==> config.mk <==
export PLATFORM = sky130hd
export DESIGN_NAME = matvec_operand_loader
export DESIGN_NICKNAME = d
export VERILOG_FILES = /design/src/rtl/matvec_pkg.sv /design/src/rtl/operand_bank.sv /design/src/rtl/matvec_operand_loader.sv
export SDC_FILE = /design/constraint.sdc
export NUM_CORES = 1
export LEC_CHECK = 0
export BUFFER_PORTS_ARGS = -buffer_cell sky130_fd_sc_hd__buf_2
export CORE_AREA = 8 8 235 260
export CTS_CLUSTER_DIAMETER = 200
export DETAILED_ROUTE_END_ITERATION = 8
export DIE_AREA = 0 0 243 268
export PLACE_DENSITY = 0.56
export SETUP_SLACK_MARGIN = 0.02
export SLEW_MARGIN = 20
export SYNTH_ARGS = -nofsm -noshare
export SYNTH_HDL_FRONTEND = slang
export SYNTH_HIERARCHICAL = 1
export SYNTH_SLANG_ARGS = --single-unit
==> constraint.sdc <==
create_clock -name clk -period 7.2 [get_ports clk]
set_input_delay 1.44 -clock clk [delete_from_list [all_inputs] [get_ports clk]]
set_output_delay 1.44 -clock clk [all_outputs]
set_load 0.005 [all_outputs]
==> src/rtl/matvec_pkg.sv <==
// matvec_pkg: shared defaults, loader FSM states and frame-size helper
package matvec_pkg;
  localparam int WIDTH_D = 32;
  localparam int ROWS_D  = 2;
  localparam int COLS_D  = 2;
  typedef enum logic {LOAD, HOLD} state_t;
  function automatic int total(input int rows, input int cols);
    return rows * cols + cols;
  endfunction
endpackage

==> src/rtl/operand_bank.sv <==
// operand_bank: flat register array holding one matrix (row-major) plus one vector
// ports: clk, reset (async, high), clr (sync clear), we/idx/din (indexed write),
//        ld/ld_q (parallel load of a whole frame), q (stored frame)
module operand_bank import matvec_pkg::*; #(
  parameter int WIDTH = WIDTH_D,
  parameter int ROWS  = ROWS_D,
  parameter int COLS  = COLS_D,
  localparam int N    = total(ROWS, COLS),
  localparam int IW   = $clog2(N)
) (
  input  logic             clk,
  input  logic             reset,
  input  logic             clr,
  input  logic             we,
  input  logic [IW-1:0]    idx,
  input  logic [WIDTH-1:0] din,
  input  logic             ld,
  input  logic [WIDTH-1:0] ld_q [N],
  output logic [WIDTH-1:0] q [N]
);
  always_ff @(posedge clk or posedge reset)
    if (reset) q <= '{default: '0};
    else if (clr) q <= '{default: '0};
    else if (ld) q <= ld_q;
    else if (we) q[idx] <= din;
endmodule

==> src/rtl/matvec_operand_loader.sv <==
// matvec_operand_loader: assembles a serial element stream into a matrix and vector for the multiplier
// ports: clk, reset (async, high); in_data/in_valid/in_last/in_ready stream input;
//        matrix_out/vector_out/out_valid/out_ack frame output; frame_err error pulse
// option: MATVEC_LOADER_DBLBUF_EN adds a load bank so the next frame streams in during HOLD
module matvec_operand_loader import matvec_pkg::*; #(
  parameter int WIDTH = WIDTH_D,
  parameter int ROWS  = ROWS_D,
  parameter int COLS  = COLS_D
) (
  input  logic             clk,
  input  logic             reset,
  input  logic [WIDTH-1:0] in_data,
  input  logic             in_valid,
  input  logic             in_last,
  output logic             in_ready,
  output logic [WIDTH-1:0] matrix_out [ROWS][COLS],
  output logic [WIDTH-1:0] vector_out [COLS],
  output logic             out_valid,
  input  logic             out_ack,
  output logic             frame_err
);
  localparam int N  = total(ROWS, COLS);
  localparam int IW = $clog2(N);
  state_t state, state_n;
  logic [IW-1:0] idx, idx_n;
  logic [WIDTH-1:0] st [N];
  logic [WIDTH-1:0] ld_q [N];
  logic [WIDTH-1:0] q [N];
  logic acc, is_last, fin, err, ld, rdy_n;
  assign acc     = in_valid && in_ready;
  assign is_last = idx == IW'(N - 1);
  assign fin     = acc && in_last && is_last;
  assign err     = acc && (in_last != is_last);
  assign out_valid = state == HOLD;
`ifdef MATVEC_LOADER_DBLBUF_EN
  logic full, full_n;
  // staging doubles as the load bank; a framing error wipes the partial frame
  operand_bank #(.WIDTH(WIDTH), .ROWS(ROWS), .COLS(COLS)) u_load (
    .clk, .reset, .clr(err), .we(acc), .idx, .din(in_data),
    .ld(1'b0), .ld_q, .q(st)
  );
  always_ff @(posedge clk or posedge reset)
    if (reset) full <= 1'b0;
    else full <= full_n;
`else
  // staging keeps the outputs frozen while a frame is still arriving
  always_ff @(posedge clk or posedge reset)
    if (reset) st <= '{default: '0};
    else if (acc) st[idx] <= in_data;
`endif
  always_comb begin
    ld_q = st;
    ld_q[N-1] = fin ? in_data : st[N-1];
    idx_n = (fin || err) ? '0 : acc ? idx + 1'b1 : idx;
`ifdef MATVEC_LOADER_DBLBUF_EN
    ld = full ? (state == LOAD || out_ack) : (state == LOAD && fin);
`else
    ld = state == LOAD && fin;
`endif
    state_n = ld ? HOLD : (state == HOLD && out_ack) ? LOAD : state;
`ifdef MATVEC_LOADER_DBLBUF_EN
    full_n = ld ? 1'b0 : (state == HOLD && fin) ? 1'b1 : full;
    rdy_n = !full_n;
`else
    rdy_n = state_n == LOAD;
`endif
  end
  always_ff @(posedge clk or posedge reset)
    if (reset) begin
      state     <= LOAD;
      idx       <= '0;
      in_ready  <= 1'b0;
      frame_err <= 1'b0;
    end else begin
      state     <= state_n;
      idx       <= idx_n;
      in_ready  <= rdy_n;
      frame_err <= err;
    end
  operand_bank #(.WIDTH(WIDTH), .ROWS(ROWS), .COLS(COLS)) u_out (
    .clk, .reset, .clr(1'b0), .we(1'b0), .idx('0), .din('0),
    .ld, .ld_q, .q
  );
  for (genvar i = 0; i < ROWS; i++)
    for (genvar j = 0; j < COLS; j++)
      assign matrix_out[i][j] = q[i*COLS+j];
  for (genvar j = 0; j < COLS; j++)
    assign vector_out[j] = q[ROWS*COLS+j];
endmodule

==> Yosys cells after proc, flatten, opt, wreduce, memory -nomap -nowiden <==
Cells that the tools add are included.
{ "word_totals": {"inputBits": 37, "n_memories": 0, "ff_bits": 390, "elab_cells": 41, "latch_bits": 0, "output_inout_bits": 195, "rom_bits": 0, "mem_bits_rw": 0} }
{ "op_classes": {"n_div": 0, "mux": 8, "n_reduce_logical": 9, "eq_ne": 2, "multipliers": 0, "n_shift": 0, "magnitude_cmp": 2, "bitwise_logic": 3, "add_sub_neg": 1} }
{ "ops": {"columns": ["cell", "count"], "rows": [
  ["192-bit bitwise mux", 1],
  ["32-bit demux with 3-bit select", 1],
  ["32-bit 2-to-1 mux", 2],
  ["1-bit logical AND", 7],
  ["3-bit 2-to-1 mux", 2],
  ["4-bit >= comparator, second input constant", 1],
  ["4-bit by 1-bit < comparator with 1-bit output, second input constant", 1],
  ["3-bit inverter with 4-bit output", 1],
  ["3-bit by 1-bit adder with 3-bit output, second input constant", 1],
  ["3-bit == test, second input constant", 1],
  ["1-bit 2-to-1 mux", 2],
  ["1-bit inverter", 2],
  ["2-bit nonzero test", 1],
  ["1-bit logical OR", 1],
  ["1-bit inequality test", 1]
]} }

==> Logic depth before layout (Yosys ltp) <==
{ "depth": {"word_depth": 6, "depth_mapped": 13} }

==> Cells and area by module <==
The synthesis kept the hierarchy.
{ "modules_own_cells": {"columns": ["mod", "area_per_inst_um2", "instances", "cells_each", "seq_area_each_um2"], "rows": [
  ["operand_bank", 8933.6, 1, 809, 4804.6],
  ["matvec_operand_loader", 7850.0, 1, 478, 4954.8]
]} }

==> Least setup slack after synthesis <==
Ideal clock, no wire load.
{ "synth_timing": {"kind": "input -> register", "start": "in in_last", "end": "reg u_out/q[26] (netlist bit)", "stages": 9, "arrival_time_ns": 3.058, "setup_ns": 0.086, "required_time_ns": 7.114, "slack_ns": 4.057, "path_cell_list": "nand4_4 -> buf_2 -> nor2_1 -> and2b_2 -> buf_2 -> buf_2 -> clkbuf_1 -> nand2_1 -> o221ai_2"} }
{ "synth_between": {"elab_chain_cells": 3, "word_cells_on_any_way": 4, "classes_between": "1 x mux; 3 x reduce/logical"} }
{ "synth_rtl": {"columns": ["item", "line_no", "source"], "rows": [
  ["start, declared", "matvec_operand_loader.sv:14", "input logic in_last,"],
  ["1-bit logical AND (2 in a row)", "matvec_operand_loader.sv:32", "assign fin = acc && in_last && is_last;"],
  ["1-bit logical AND", "matvec_operand_loader.sv:58", "ld = state == LOAD && fin;"],
  ["named net ld", "matvec_operand_loader.sv:29", "logic acc, is_last, fin, err, ld, rdy_n;"],
  ["end signal, assigned", "operand_bank.sv:24", "else if (ld) q <= ld_q;"],
  ["end signal, assigned by index", "operand_bank.sv:25", "else if (we) q[idx] <= din;"],
  ["end, declared", "operand_bank.sv:19", "output logic [WIDTH-1:0] q [N]"]
]} }
The timed path passes the listed nets, and every way through them passes these cells.
A chain may end at the register's enable or synchronous reset.

==> Worst setup path after layout <==
{ "layout_timing": {"start": "reg idx[1]", "end": "reg u_out/q[149] (netlist bit)"} }
{ "layout_between": {"elab_chain_cells": 3} }
{ "layout_rtl": {"columns": ["item", "line_no", "source"], "rows": [
  ["start, declared", "matvec_operand_loader.sv:25", "logic [IW-1:0] idx, idx_n;"],
  ["start signal, assigned", "matvec_operand_loader.sv:76", "idx <= idx_n;"],
  ["3-bit == test", "matvec_operand_loader.sv:31", "assign is_last = idx == IW'(N - 1);"],
  ["1-bit logical AND", "matvec_operand_loader.sv:32", null],
  ["1-bit logical AND", "matvec_operand_loader.sv:58", null],
  ["named net ld", "matvec_operand_loader.sv:29", null]
]} }
The timed path passes the listed nets, and every way through them passes these cells.

==> flow_summary.yaml <==
synthesis:
  netlist_area_um2: 16800
  synth_edf_count: 0
  synth_cell_types: 54
  syn_inst: 1287
  ys_seq_area_frac: 0.581
  yosysWarnings: 6
  async_reset_ff_frac: 1.00
  avgSynthCellArea_um2: 13.0
  yosys_most_used_dff: "dfrtp_1"
  ys_ff_latch: 390
place:
  dp_hpwl_um: 35400
  portBuffers: 231
  dp.cells: 2284
  pre_cts_ws_ns: 2.08
  gp_congestion: 0.762
timing:
  min_period_ns: 4.53
  clock_skew_ns: 0.0117
  final.period_utilization: 0.629
  finalSetupTns_ns: 0
  fmax_mhz: 221
  rsz0062_at_grt: "false"
  setup_violations: 0
  hold_violations: 0
  slew-limit-headroom: -0.512
  tightest_slew_ns: 2.27
  setup_slack_ns: 2.67
  final-max-slew-violation-count: 33
cts:
  cts.clk_slew.worst_paths_ns: 0.06
  cts_tree: "done"
  clock_path_buffers: 3
  h-tree-depth: 2
  cts_resized: 0
  cts_root_buffer: "clkbuf_16"
  postCtsHoldBufs: 0
  clock_latency_ns: 0.56
  numCtsBuffers: 43
  cts_setup_buffers: 0
  clock-sinks: 390
critical_path:
  worst-path-stages: 10
  end_kind: "register"
  crit_chain: "inv_1 > ha_1 > and2_0 > nand4_4 > buf_4 > nor2_1 > nor2_4 > buf_4 > nand2_1 > o221ai_1"
  max_stage_delay_ns: 0.69
  critPathKind: "register to register"
  critPathMaxFanout: 58
  cp.required_ns: 7.66
  crit_arrival_ns: 4.98
  path_buf_inv: 3
  worstSetupStartpointType: "register"
  cp_slowest_cell: "buf_4"
  critPathTopFamily: "simple AND/OR/NAND/NOR gates"
  path_common_cell: "buf_4"
  reg2reg_depth: 10
job:
  maxCapViolations: 0
drt:
  viasPerCell: 4.94
  wirelength_um: 56300
  vias: 11685
  first_pass_iters: 5
  drc_errors: 0
  drt_iter0_markers: 717
  ant_nets: 0
  post_drt_wl_per_cell_um: 23.8
worst_hold_path:
  whs_path_depth: 2
  min_path_type: "register to register"
floorplan:
  die_y_um: 268
  coreArea_um2: 56600
  die_area_um2: 65100
  io_pins: 232
  dieWidth_um: 243
  std_cell_rows: 92
  start_util: 0.296
cells_and_area:
  layoutNonFillerInstCount: 2364
  areaGrowthSynthToFinish_pct: 21.8
  final_common_cell: "dfrtp_1"
  mostFrequentLayoutCells: "dfrtp_1, buf_2, mux2_2"
  final_net_count: 1616
  drive_gt1_frac: 0.348
global_route:
  track_usage: 0.170
  antenna_found_initial: 3
  grt_max_degree: 95
  grt_overflow: 0
  grt_pass1_wl_um: 83800
  grt_pass1_vias: 12227
pwr:
  p_leak_nw: 9.83
  peakVddDrop_v: 0.000157
  power.density_nw_per_um2: 289
status:
  run_status: "finished, violations left"
  violations: "max-slew violations"
report_power, final:
part	switching, mW	internal, mW
Clock	0.917	1.40
Sequential	0.219	2.64
Combinational	0.338	0.410
Total	1.47	4.45
layer usage:
| metal | GRT usage | wire length, um |
|---|---|---|
| met1 | 0.211 | 23800 |
| met2 | 0.291 | 27700 |
| met4 | 0.0502 | 1560 |
| met3 | 0.0414 | 3230 |
| met5 | 0 | 0 |
final timing paths:
kind	from	to	slack [ns]
min	ld_q[148]	u_out/q[148]	0.48
max	idx[1]	u_out/q[149]	2.67
min reg2reg	ld_q[148]	u_out/q[148]	0.48
max reg2reg	idx[1]	u_out/q[149]	2.67
max in group asynchronous	reset	u_out/q[163]	4.78
min in group asynchronous	reset	ld_q[40]	1.03
registers in the layout, indices dropped and copies added, names as in the netlist:
name	count
ld_q	160
st	32
frame_err	1
idx	3
u_out/q	192
in_ready	1
out_valid	1
metrics by stage:
step / hold slack (ns) / total power [mW] / instance area, um2 / utilization
finish: 0.475 / 5.92 / 20400 / 0.361
global placement: 0.458 / 3.58 / 18900 / 0.334
CTS: 0.477 / 5.97 / 20400 / 0.361
global route: 0.500 / 6.19 / 20400 / 0.361
detailed placement: 0.470 / 3.63 / 19000 / 0.335
floorplan: 0.443 / 3.41 / 17200 / -
final cells by class:
| type | instances | area (um2) |
|---|---|---|
| fillers | 5545 | 36200 |
| repair buffers | 248 | 1320 |
| clock buffers | 65 | 1310 |
| well taps | 752 | 941 |
| clock inverters | 11 | 164 |
| multi-input cells | 842 | 6740 |
| inverters | 52 | 210 |
| flip-flops and latches | 390 | 9760 |
| diodes | 4 | 10.0 |
synthesized netlist by cell type (all sizes together) (3+ instances only):
library cell    n  share of area
dfrtp         390           0.58
mux2          225           0.15
nand2         103          0.023
a221o          94          0.056
buf            55          0.020
and2           54          0.020
inv            52          0.012
clkbuf         46          0.010
o221ai         46          0.035
a32oi          42          0.022
o21ai          38          0.011
and3           36          0.013
nor2b          33          0.012
nand3          17         0.0051
nor2            9         0.0025
o211ai          8         0.0036
nor4            6         0.0022
nand4           3         0.0020
nor3b           3         0.0019
worst min-delay path, cell delays in order (launching register included):
cell and delay [ns]:
dfrtp_1 0.33, nand2_1 0.05, o221ai_1 0.06
logic make-up after synthesis:
family | Yosys count | synth area share
multiplexers | 226 | 0.152
adder cells (fa/ha/maj) | 2 | 0.00149
AND/OR/NAND/NOR | 281 | 0.0921
AO/OA/AOI/OAI | 233 | 0.131
XOR/XNOR | 1 | 0.000522
other | 1 | 0.000223
flip-flops | 390 | 0.581
buffers and inverters | 153 | 0.0420
(Power assumes the default switching activity.)
